<file path="src/rtl/mips_pkg.sv">
// Shared register-file constants and the write-back entry type
// used by the write-back queue and its forwarding search.
package mips_pkg;
  localparam int REG_ADDR_W = 5;
  localparam int REG_DATA_W = 32;
  localparam logic [REG_ADDR_W-1:0] REG_ZERO = 5'd0;

  typedef struct packed {
    logic [REG_ADDR_W-1:0] rd;
    logic [REG_DATA_W-1:0] data;
  } wb_entry_t;
endpackage

</file>
<file path="src/rtl/reg_wb_queue_if.sv">
// Write-back request, register-file write port and
// forwarding lookup bundle for reg_wb_queue.
interface reg_wb_queue_if #(
  parameter int DEPTH  = 4,
  parameter int DATA_W = 32,
  parameter int ADDR_W = 5
);
  localparam int CW = $clog2(DEPTH) + 1;

  logic              mem_valid;
  logic [ADDR_W-1:0] mem_reg;
  logic [DATA_W-1:0] mem_data;
  logic              mem_ready;
  logic              alu_valid;
  logic [ADDR_W-1:0] alu_reg;
  logic [DATA_W-1:0] alu_data;
  logic              alu_ready;
  logic              wb_hold;
  logic              RegWrite;
  logic [ADDR_W-1:0] write_reg;
  logic [DATA_W-1:0] write_data;
  logic [ADDR_W-1:0] fwd_reg_1;
  logic              fwd_hit_1;
  logic [DATA_W-1:0] fwd_data_1;
  logic [ADDR_W-1:0] fwd_reg_2;
  logic              fwd_hit_2;
  logic [DATA_W-1:0] fwd_data_2;
  logic [CW-1:0]     count;

  modport master (
    output mem_valid, mem_reg, mem_data,
    output alu_valid, alu_reg, alu_data,
    output wb_hold, fwd_reg_1, fwd_reg_2,
    input  mem_ready, alu_ready,
    input  RegWrite, write_reg, write_data,
    input  fwd_hit_1, fwd_data_1,
    input  fwd_hit_2, fwd_data_2, count
  );

  modport slave (
    input  mem_valid, mem_reg, mem_data,
    input  alu_valid, alu_reg, alu_data,
    input  wb_hold, fwd_reg_1, fwd_reg_2,
    output mem_ready, alu_ready,
    output RegWrite, write_reg, write_data,
    output fwd_hit_1, fwd_data_1,
    output fwd_hit_2, fwd_data_2, count
  );
endinterface

</file>
<file path="src/rtl/reg_wb_queue_fwd_match.sv">
// Youngest-match search over the occupied queue entries;
// the last hit in age order (nearest tail) wins.
module reg_wb_fwd_match
  import mips_pkg::*;
#(
  parameter int DEPTH = 4
) (
  input  wb_entry_t                 ent_i [DEPTH],
  input  logic [$clog2(DEPTH)-1:0]  head_i,
  input  logic [$clog2(DEPTH):0]    count_i,
  input  logic [REG_ADDR_W-1:0]     reg_i,
  output logic                      hit_o,
  output logic [REG_DATA_W-1:0]     data_o
);
  localparam int PW = $clog2(DEPTH);
  localparam int CW = PW + 1;

  logic [PW-1:0] idx;

  always_comb begin
    hit_o  = 1'b0;
    data_o = '0;
    idx    = head_i;
    for (int i = 0; i < DEPTH; i++) begin
      idx = head_i + PW'(i);
      if (CW'(i) < count_i &&
          reg_i != REG_ZERO &&
          ent_i[idx].rd == reg_i) begin
        hit_o  = 1'b1;
        data_o = ent_i[idx].data;
      end
    end
  end
endmodule

</file>
<file path="src/rtl/reg_wb_queue.sv">
// In-order write-back queue feeding the single register-file
// write port, with two youngest-match forwarding lookups.
module reg_wb_queue
  import mips_pkg::*;
#(
  parameter int DEPTH  = 4,
  parameter int DATA_W = REG_DATA_W,
  parameter int ADDR_W = REG_ADDR_W
) (
  input  logic          clk,
  input  logic          rst_n,
  reg_wb_queue_if.slave wb
);
  localparam int PW = $clog2(DEPTH);
  localparam int CW = PW + 1;

  logic [PW-1:0] head_q, head_d;
  logic [PW-1:0] tail_q, tail_d;
  logic [CW-1:0] count_q, count_d;
  logic [CW-1:0] free;
  wb_entry_t     ent_q [DEPTH];

  logic mem_push, alu_push, pop, empty;
  logic [PW-1:0] alu_slot;

  // Space is judged on the registered count only, so a pop
  // this cycle never frees room for a push this cycle.
  assign free  = CW'(DEPTH) - count_q;
  assign empty = (count_q == '0);

  assign wb.mem_ready = (free >= CW'(1));
  assign wb.alu_ready = (free >= CW'(2)) ||
                        ((free >= CW'(1)) && !wb.mem_valid);

  assign mem_push = wb.mem_valid && wb.mem_ready &&
                    (wb.mem_reg != ADDR_W'(0));
  assign alu_push = wb.alu_valid && wb.alu_ready &&
                    (wb.alu_reg != ADDR_W'(0));
  assign pop      = !empty && !wb.wb_hold;
  assign alu_slot = tail_q + PW'(mem_push);

  always_comb begin
    head_d  = head_q + PW'(pop);
    tail_d  = tail_q + PW'(mem_push) + PW'(alu_push);
    count_d = count_q + CW'(mem_push) + CW'(alu_push)
            - CW'(pop);
  end

  always_ff @(posedge clk) begin
    if (!rst_n) begin
      head_q  <= '0;
      tail_q  <= '0;
      count_q <= '0;
    end else begin
      head_q  <= head_d;
      tail_q  <= tail_d;
      count_q <= count_d;
    end
  end

  always_ff @(posedge clk) begin
    if (mem_push)
      ent_q[tail_q] <= '{rd: wb.mem_reg, data: wb.mem_data};
    if (alu_push)
      ent_q[alu_slot] <= '{rd: wb.alu_reg, data: wb.alu_data};
  end

  assign wb.RegWrite   = pop;
  assign wb.write_reg  = empty ? '0 : ent_q[head_q].rd;
  assign wb.write_data = empty ? '0 : ent_q[head_q].data;
  assign wb.count      = count_q;

  reg_wb_fwd_match #(.DEPTH(DEPTH)) u_fwd_1 (
    .ent_i   (ent_q),
    .head_i  (head_q),
    .count_i (count_q),
    .reg_i   (wb.fwd_reg_1),
    .hit_o   (wb.fwd_hit_1),
    .data_o  (wb.fwd_data_1)
  );

  reg_wb_fwd_match #(.DEPTH(DEPTH)) u_fwd_2 (
    .ent_i   (ent_q),
    .head_i  (head_q),
    .count_i (count_q),
    .reg_i   (wb.fwd_reg_2),
    .hit_o   (wb.fwd_hit_2),
    .data_o  (wb.fwd_data_2)
  );
endmodule

</file>
<file path="src/flat_wrapper.sv">
// flat-port wrapper written by rule: the top's interface ports become plain ports
module reg_wb_queue_flat import mips_pkg::*;
#(
  parameter int DEPTH  = 4,
  parameter int DATA_W = REG_DATA_W,
  parameter int ADDR_W = REG_ADDR_W
)
  (clk, rst_n, wb_mem_valid, wb_mem_reg, wb_mem_data, wb_alu_valid, wb_alu_reg, wb_alu_data, wb_wb_hold, wb_fwd_reg_1, wb_fwd_reg_2, wb_mem_ready, wb_alu_ready, wb_RegWrite, wb_write_reg, wb_write_data, wb_fwd_hit_1, wb_fwd_data_1, wb_fwd_hit_2, wb_fwd_data_2, wb_count);
  reg_wb_queue_if #(.DEPTH(DEPTH), .DATA_W(DATA_W), .ADDR_W(ADDR_W)) wb_i ();
  input  logic clk;
  input  logic rst_n;
  input wire logic [$bits(wb_i.mem_valid)-1:0] wb_mem_valid;
  input wire logic [$bits(wb_i.mem_reg)-1:0] wb_mem_reg;
  input wire logic [$bits(wb_i.mem_data)-1:0] wb_mem_data;
  input wire logic [$bits(wb_i.alu_valid)-1:0] wb_alu_valid;
  input wire logic [$bits(wb_i.alu_reg)-1:0] wb_alu_reg;
  input wire logic [$bits(wb_i.alu_data)-1:0] wb_alu_data;
  input wire logic [$bits(wb_i.wb_hold)-1:0] wb_wb_hold;
  input wire logic [$bits(wb_i.fwd_reg_1)-1:0] wb_fwd_reg_1;
  input wire logic [$bits(wb_i.fwd_reg_2)-1:0] wb_fwd_reg_2;
  output wire logic [$bits(wb_i.mem_ready)-1:0] wb_mem_ready;
  output wire logic [$bits(wb_i.alu_ready)-1:0] wb_alu_ready;
  output wire logic [$bits(wb_i.RegWrite)-1:0] wb_RegWrite;
  output wire logic [$bits(wb_i.write_reg)-1:0] wb_write_reg;
  output wire logic [$bits(wb_i.write_data)-1:0] wb_write_data;
  output wire logic [$bits(wb_i.fwd_hit_1)-1:0] wb_fwd_hit_1;
  output wire logic [$bits(wb_i.fwd_data_1)-1:0] wb_fwd_data_1;
  output wire logic [$bits(wb_i.fwd_hit_2)-1:0] wb_fwd_hit_2;
  output wire logic [$bits(wb_i.fwd_data_2)-1:0] wb_fwd_data_2;
  output wire logic [$bits(wb_i.count)-1:0] wb_count;
  assign wb_i.mem_valid = wb_mem_valid;
  assign wb_i.mem_reg = wb_mem_reg;
  assign wb_i.mem_data = wb_mem_data;
  assign wb_i.alu_valid = wb_alu_valid;
  assign wb_i.alu_reg = wb_alu_reg;
  assign wb_i.alu_data = wb_alu_data;
  assign wb_i.wb_hold = wb_wb_hold;
  assign wb_i.fwd_reg_1 = wb_fwd_reg_1;
  assign wb_i.fwd_reg_2 = wb_fwd_reg_2;
  assign wb_mem_ready = wb_i.mem_ready;
  assign wb_alu_ready = wb_i.alu_ready;
  assign wb_RegWrite = wb_i.RegWrite;
  assign wb_write_reg = wb_i.write_reg;
  assign wb_write_data = wb_i.write_data;
  assign wb_fwd_hit_1 = wb_i.fwd_hit_1;
  assign wb_fwd_data_1 = wb_i.fwd_data_1;
  assign wb_fwd_hit_2 = wb_i.fwd_hit_2;
  assign wb_fwd_data_2 = wb_i.fwd_data_2;
  assign wb_count = wb_i.count;
  reg_wb_queue #(.DEPTH(DEPTH), .DATA_W(DATA_W), .ADDR_W(ADDR_W)) u_core (.clk(clk), .rst_n(rst_n), .wb(wb_i));
endmodule
</file>
<file path="config.mk">
export PLATFORM = sky130hd
export DESIGN_NAME = reg_wb_queue_flat
export DESIGN_NICKNAME = d
export VERILOG_FILES = /design/src/rtl/mips_pkg.sv /design/src/rtl/reg_wb_queue_if.sv /design/src/rtl/reg_wb_queue_fwd_match.sv /design/src/rtl/reg_wb_queue.sv /design/src/flat_wrapper.sv
export SDC_FILE = /design/constraint.sdc
export NUM_CORES = 1
export LEC_CHECK = 0
export ABC_AREA = 1
export CAP_MARGIN = 20
export CORE_MARGIN = 3
export CORE_UTILIZATION = 50
export DETAILED_ROUTE_END_ITERATION = 12
export PLACE_DENSITY = 0.78
export REMOVE_ABC_BUFFERS = 1
export SYNTH_ARGS = -nofsm -noshare
export SYNTH_HDL_FRONTEND = slang
export SYNTH_SLANG_ARGS = --single-unit
</file>
<file path="constraint.sdc">
create_clock -name clk -period 3.2 [get_ports clk]
set_input_delay 0.32 -clock clk [delete_from_list [all_inputs] [get_ports clk]]
set_output_delay 0.32 -clock clk [all_outputs]
set_load 0.03 [all_outputs]
</file>
Word level (Yosys, flattened, before mapping)
Cells that the tools add are included.
{"block": "totals", "latch_bits": 0, "mem_count": 0, "word_cells": 120, "rom_bits": 0, "reg_bits": 155, "inputBits": 89, "out_inout_bits": 109, "ram_bits": 0}
{"block": "classes", "n_eq_ne": 8, "shift": 0, "n_mul": 0, "div": 0, "mux": 38, "bitwise": 6, "magnitude_cmp": 14, "reduce_logical": 33, "add_sub_neg": 10}
{"op": "37-bit two-way mux", "count": 10}
{"op": "37-bit binary-select mux with 2-bit select", "count": 4}
{"op": "148-bit bitwise mux", "count": 2}
{"op": "148-bit two-way mux", "count": 2}
{"op": "32-bit two-way mux", "count": 9}
{"op": "37-bit demux with 2-bit select", "count": 2}
{"op": "5-bit == test", "count": 8}
{"op": "1-bit logical AND", "count": 24}
{"op": "5-bit nonzero test", "count": 4}
{"op": "3-bit greater-or-equal comparator (second input constant)", "count": 6}
{"op": "2-bit inverter with 3-bit output", "count": 6}
{"op": "1-bit two-way mux", "count": 8}
{"op": "2-bit by 1-bit adder with 2-bit output", "count": 3}
{"op": "3-bit by 1-bit adder with 3-bit output", "count": 2}
{"op": "1-bit by 3-bit < comparator with 1-bit output (first input constant)", "count": 2}
{"op": "2-bit by 3-bit < comparator with 1-bit output (first input constant)", "count": 2}
{"op": "3-bit by 1-bit < comparator with 1-bit output (second input constant)", "count": 2}
{"op": "5-bit two-way mux", "count": 1}
{"op": "2-bit adder (second input constant)", "count": 2}
{"op": "3-bit by 1-bit greater-or-equal comparator with 1-bit output (second input constant)", "count": 1}
{"op": "3-bit by 2-bit greater-or-equal comparator with 1-bit output (second input constant)", "count": 1}
{"op": "1-bit logical NOT", "count": 3}
{"op": "3-bit logical NOT", "count": 1}
{"op": "3-bit by 1-bit subtractor with 3-bit output", "count": 1}
{"op": "3 further kinds", "count": 3}

Logic depth before layout (Yosys ltp)
{"block": "logic_depth", "depth_word": 12, "mapped_depth": 17, "mapped_depth_nobuf": 14}

Cells and area by module
From an unflattened synthesis, not the netlist that was laid out.
{"block": "unflattened", "cells_unflattened": 4056, "hier_area_um2": 21109.0}
{"mod": "reg_wb_queue", "seq_area_each_um2": 3103.0, "cells_each": 1978, "instances": 1, "area_per_inst_um2": 11106.9}
{"mod": "reg_wb_fwd_match", "seq_area_each_um2": 0.0, "cells_each": 1039, "instances": 2, "area_per_inst_um2": 5001.0}

Least setup slack after synthesis
No wires, ideal clock.
{"block": "synth_path", "path_kind": "flip-flop to flip-flop", "start": "register u_core.count_q[0], in the netlist u_core.wb.count[0]", "end": "register u_core.ent_q[26] (netlist name)", "setup_ns": 0.075, "t_arrival_ns": 3.350, "slack_ns": -0.225, "n_path_buf": 3, "stages_incl_launch_ff": 18, "synth_period_minus_slack_ns": 3.425, "t_required_ns": 3.125, "cell_sequence": "dfxtp_1 -> inv_1 -> ha_1 -> ha_1 -> inv_1 -> nor2_1 -> a21boi_0 -> nand2_1 -> clkbuf_1 -> inv_1 -> ha_1 -> xnor2_1 -> inv_1 -> nand3_1 -> clkbuf_1 -> clkbuf_1 -> o21ai_0 -> o22ai_1"}
{"block": "synth_between", "elab_chain_len": 12, "word_cells_on_any_way": 19, "cone_classes": "2 x add/sub; 4 x order compare; 5 x mux; 1 x bitwise; 7 x reduce/logical"}
{"item": "from (decl)", "line_no": "reg_wb_queue.sv:19", "rtl": "logic [CW-1:0] count_q, count_d;"}
{"item": "from (signal assigned)", "line_no": "reg_wb_queue.sv:57", "rtl": "count_q <= count_d;"}
{"item": "3-bit subtractor *", "line_no": "reg_wb_queue.sv:28", "rtl": "assign free = CW'(DEPTH) - count_q;"}
{"item": "3-bit by 1-bit greater-or-equal comparator with 1-bit output", "line_no": "reg_wb_queue.sv:31, reg_wb_queue.sv:33"}
{"item": "1-bit logical AND (2 in a row)", "line_no": "reg_wb_queue.sv:35", "rtl": "assign mem_push = wb.mem_valid && wb.mem_ready &&"}
{"item": "2-bit by 1-bit adder with 2-bit output", "line_no": "reg_wb_queue.sv:40", "rtl": "assign alu_slot = tail_q + PW'(mem_push);"}
{"item": "2-bit inverter with 3-bit output (implied by the code)", "line_no": "reg_wb_queue.sv:65", "rtl": "ent_q[alu_slot] <= '{rd: wb.alu_reg, data: wb.alu_data};"}
{"item": "3-bit greater-or-equal comparator (implied by the code) / 3-bit by 1-bit < comparator with 1-bit output (equally long branches)", "line_no": "reg_wb_queue.sv:65"}
{"item": "1-bit logical AND (implied by the code)", "line_no": "reg_wb_queue.sv:65"}
{"item": "37-bit two-way mux (implied by the code)", "line_no": "reg_wb_queue.sv:65"}
{"item": "37-bit demux with 2-bit select", "line_no": "reg_wb_queue.sv:65"}
{"item": "148-bit bitwise mux", "line_no": "reg_wb_queue.sv:65"}
{"item": "148-bit two-way mux *", "line_no": "reg_wb_queue.sv:64", "rtl": "if (alu_push)"}
{"item": "to (signal, indexed assignment)", "line_no": "reg_wb_queue.sv:63", "rtl": "ent_q[tail_q] <= '{rd: wb.mem_reg, data: wb.mem_data};"}
{"item": "to (signal, indexed assignment)", "line_no": "reg_wb_queue.sv:65"}
{"item": "to (decl)", "line_no": "reg_wb_queue.sv:21", "rtl": "wb_entry_t ent_q [DEPTH];"}
Mark *: on every way between the ends. The rest lies on a longest branch, timed or not.
A chain may end at the register's enable or synchronous reset.

Worst setup path in the final report
{"block": "layout_path", "start": "register u_core.head_q[0]", "end": "output wb_fwd_data_1[16]"}
{"block": "layout_between", "elab_chain_len": 10, "word_cells_on_any_way": 31, "cone_classes": "3 x add/sub; 4 x eq/ne; 16 x mux; 4 x bitwise; 4 x reduce/logical"}
{"item": "from (decl)", "line_no": "reg_wb_queue.sv:17", "rtl": "logic [PW-1:0] head_q, head_d;"}
{"item": "from (signal assigned)", "line_no": "reg_wb_queue.sv:51", "rtl": "head_q <= '0;"}
{"item": "from (signal assigned)", "line_no": "reg_wb_queue.sv:55", "rtl": "head_q <= head_d;"}
{"item": "2-bit by 1-bit adder with 2-bit output / 2-bit inverter with 3-bit output (equally long branches)", "line_no": "reg_wb_queue_fwd_match.sv:25, reg_wb_queue_fwd_match.sv:28, reg_wb_queue_fwd_match.sv:30"}
{"item": "2-bit inverter with 3-bit output (implied by the code) / 37-bit binary-select mux with 2-bit select (equally long branches)", "line_no": "reg_wb_queue_fwd_match.sv:28, reg_wb_queue_fwd_match.sv:30"}
{"item": "37-bit binary-select mux with 2-bit select / 37-bit two-way mux (equally long branches)", "line_no": "reg_wb_queue_fwd_match.sv:28, reg_wb_queue_fwd_match.sv:30"}
{"item": "37-bit two-way mux (implied by the code)", "line_no": "reg_wb_queue_fwd_match.sv:30", "rtl": "data_o = ent_i[idx].data;"}
{"item": "37-bit two-way mux (implied by the code) / 5-bit == test (equally long branches)", "line_no": "reg_wb_queue_fwd_match.sv:30, reg_wb_queue_fwd_match.sv:28"}
{"item": "5-bit == test / 1-bit logical AND (equally long branches)", "line_no": "reg_wb_queue_fwd_match.sv:28, reg_wb_queue_fwd_match.sv:27"}
{"item": "1-bit logical AND / 32-bit two-way mux (equally long branches)", "line_no": "reg_wb_queue_fwd_match.sv:27, reg_wb_queue_fwd_match.sv:26"}
{"item": "32-bit two-way mux (2 in a row)", "line_no": "reg_wb_queue_fwd_match.sv:26", "rtl": "if (CW'(i) < count_i &&"}
{"item": "32-bit two-way mux *", "line_no": "reg_wb_queue_fwd_match.sv:26"}
{"item": "to (decl)", "line_no": "flat_wrapper.sv:27", "rtl": "output wire logic [$bits(wb_i.fwd_data_1)-1:0] wb_fwd_data_1;"}
Mark *: on every way between the ends. The rest lies on a longest branch, timed or not. The select of a mux whose other input is x is not followed.

==> impl_metrics.py <==
metrics = {
    "pwr": {
        "power_leakage_nw": 8.64,
        "peakVddDrop_mv": 0.540,
        "power_density_nw_per_um2": 1190,
        "p_total_mw": 20.7,
        "p_comb_frac": 0.728,
        "p_int_mw": 8.97,
        "pwr-share-seq": 0.169,
        "power_switching_mw": 11.8,
        "switching_share": 0.568,
        "clkPwrFrac": 0.103,
    },
    "synth": {
        "synth_seq_cells": 155,
        "ys_dominant_reg_cell": "dfxtp_1",
        "syn-cell-area_um2": 14400,
        "syn_avg_cell_area_um2": 5.34,
        "yosysSeqAreaShare": 0.216,
        "synth_cells": 2695,
        "postSynth.asyncResetShare": 0,
        "yosys_warnings": 0,
        "netlist-cell-type-count": 38,
        "synth_edf_count": 0,
    },
    "floorplanning": {
        "core_area_um2": 28100,
        "ioPinCount": 198,
        "rows": 61,
        "start_util": 0.512,
        "die_w_um": 176,
        "dieArea_um2": 30900,
        "die_h_um": 176,
    },
    "timing": {
        "fin_skew_ps": 18.1,
        "fmax_mhz": 320,
        "finalSetupViolations": 0,
        "finalCriticalPeriod_ps": 3130,
        "relSlewSlack": 0.515,
        "setup_ws_ps": 73.9,
        "hold_viol": 0,
        "worst-slew-pin-transition_ps": 727,
        "drv_slew": 0,
        "min_period_over_period": 0.977,
    },
    "placed_design": {
        "io_buffers": 197,
        "place_ws_ps": 95.4,
        "gp_congestion": 0.981,
        "placedCellCount": 3133,
        "dp_hpwl_um": 36300,
    },
    "layout": {
        "area_growth_pct": 21.3,
        "final_common_cell": "nand2_1",
        "fin_cells": 3179,
        "layout_common_cells": "nand2_1, o21ai_0, inv_1",
        "final_nets": 2888,
        "drive_above_1_share": 0.0818,
    },
    "detailed_routing": {
        "wirelength_um": 55200,
        "route.detailed.drc": 0,
        "ant_nets": 0,
        "num_vias": 18100,
        "viasPerCell": 5.70,
        "wl_per_cell_um": 17.4,
        "drtPass1Iterations": 6,
        "dr.first_iter.drc_count": 2200,
    },
    "clock_tree": {
        "hold_buffers": 0,
        "clk_pin_slew_ps": 80,
        "htree_num_levels": 4,
        "cts_sinks": 155,
        "clk_latency_ps": 440,
        "cts_tree": "built",
        "cts_buffers": 17,
        "cts-root-buf": "clkbuf_16",
        "clockBufferDepth": 2,
    },
    "grt": {
        "grt_util_all_layers": 0.340,
        "antenna_found_initial": 1,
        "grt_max_degree": 161,
        "grt_pass1_wl_um": 84700,
        "grt_pass1_vias": 16400,
        "grt_overflow_total": 0,
    },
    "critical_path": {
        "max_stage_delay_ps": 400,
        "arrival_ps": 2810,
        "critical_path_peak_fanout": 21,
        "crit_required_ps": 2880,
        "start_kind": "flop",
        "path_cells": "buf_12 -> nand2_2 -> nand2_4 -> nand2_1 -> o21ai_4 -> inv_2 -> nand2_1 -> nand2_1 -> nor2_1 -> nand2_1 -> nor2_4 -> buf_4 -> nor2_1 -> nand2_1 -> nand2_1 -> buf_4",
        "cp_slowest_cell": "dfxtp_4",
        "worstSetupPathType": "flop to output port",
        "cp_common_cell": "nand2_1",
        "worstSetupEndpointType": "output port",
    },
    "worst_hold_path": {
        "hp-class": "input pin to flop",
    },
    "run": {
        "drv_cap": 0,
    },
    "run_status": {
        "status": "complete, no violations",
    },
}
[power by group through the flow]
stage	clock (mW)	sequential [mW]	combinational, mW
CTS	2.13	3.48	14.5
floorplan	0	3.62	9.29
detailed placement	0	3.51	14.3
global placement	0	3.47	14.1
global route	2.20	3.60	16.6
finish	2.13	3.51	15.1
[kinds of logic (layout without fill, tap and decap cells)]
kind of cell | after synthesis | in the layout | share of synthesized area
AOI/OAI and AO/OA | 582 | 582 | 0.212
xor gates and xnor gates | 8 | 8 | 0.00487
adders and majority gates | 12 | 12 | 0.0115
buffers and inverters | 491 | 595 | 0.143
DFF | 155 | 155 | 0.216
other | 0 | 1 | 0
and+or+nand+nor | 1447 | 1448 | 0.414
[sequential cells by signal, summed over array words and instances (netlist names)]
register,count
u_core.wb.count,3
u_core.head_q,2
u_core.ent_q,148
u_core.tail_q,2
[area by class of cell]
type / instances / area (µm²)
Tap cell: 378 / 473
Inverter: 288 / 1090
Timing Repair Buffer: 275 / 2740
Multi-Input combinational cell: 2050 / 9440
Antenna cell: 1 / 2.50
Fill cell: 2741 / 10600
Clock buffer: 18 / 439
Sequential cell: 155 / 3110
Clock inverter: 14 / 150
[per-layer routing]
| layer | vias up | track usage | share of wire |
|---|---|---|---|
| met3 | 225 | 0.0551 | 0.10 |
| li1 | 8812 | - | - |
| met4 | 0 | 0.169 | 0.048 |
| met5 | - | 0 | 0 |
| met2 | 1115 | 0.565 | 0.45 |
| met1 | 7974 | 0.427 | 0.40 |
[critical path, delay by kind of cell, from the launching register on]
| kind | cells | cell delay (ps) |
|---|---|---|
| and+or+nand+nor | 11 | 1140 |
| buffers and inverters | 4 | 710 |
| DFF | 1 | 400 |
| AOI/OAI and AO/OA | 1 | 100 |
[stage by stage]
stage / hold WS [ps] / setup TNS [ps] / utilization / cell area (µm²)
6_report: 511 / 0 / 0.622 / 17500
2_1_floorplan: 413 / -830290 / - / 13400
4_1_cts: 514 / -2.43 / 0.613 / 17200
3_5_place_dp: 543 / 0 / 0.590 / 16600
5_1_grt: 542 / -44.7 / 0.621 / 17500
3_3_place_gp: 535 / 0 / 0.590 / 16600
[what timing repair did]
action	in CTS	in global routing
resized for setup	7	31
pin swaps	2	5
cloned	0	4
setup endpoints to repair	66	108
setup buffers	3	6
[synthesized netlist by cell type (2+ instances only)]
master	n	area, µm²
a21oi_1	5	25.0
buf_1	14	52.6
buf_2	71	355
buf_4	16	120
buf_6	8	90.1
clkbuf_1	94	353
dfxtp_1	155	3100
fa_1	2	40.0
ha_1	10	125
inv_1	282	1060
inv_2	5	18.8
nand2_1	963	3610
nand2_2	2	12.5
nand3_1	91	455
nand3_2	3	30.0
nand3b_1	4	30.0
nand4_1	91	569
nor2_1	245	920
nor2_2	3	18.8
nor2_4	2	22.5
nor3_1	5	25.0
nor3_2	2	20.0
nor4_1	31	194
o21a_1	29	218
o21ai_0	476	2380
o21ai_1	33	165
o21ai_2	5	43.8
o22ai_1	32	200
xnor2_1	2	17.5
xor2_1	6	52.6
[path summary, 6_finish.rpt]
kind	startpoint	end	slack [ps]	depth (start not counted)
worst max-delay path	u_core.head_q[0]	wb_fwd_data_1[16]	70	16
worst min-delay path	wb_alu_data[1]	u_core.ent_q[75]	510	3
worst max register to register	u_core.wb.count[0]	u_core.ent_q[98]	250	15
worst min register to register	u_core.ent_q[29]	u_core.ent_q[29]	560	2
Note: power is estimated with default switching activity, not from simulation.
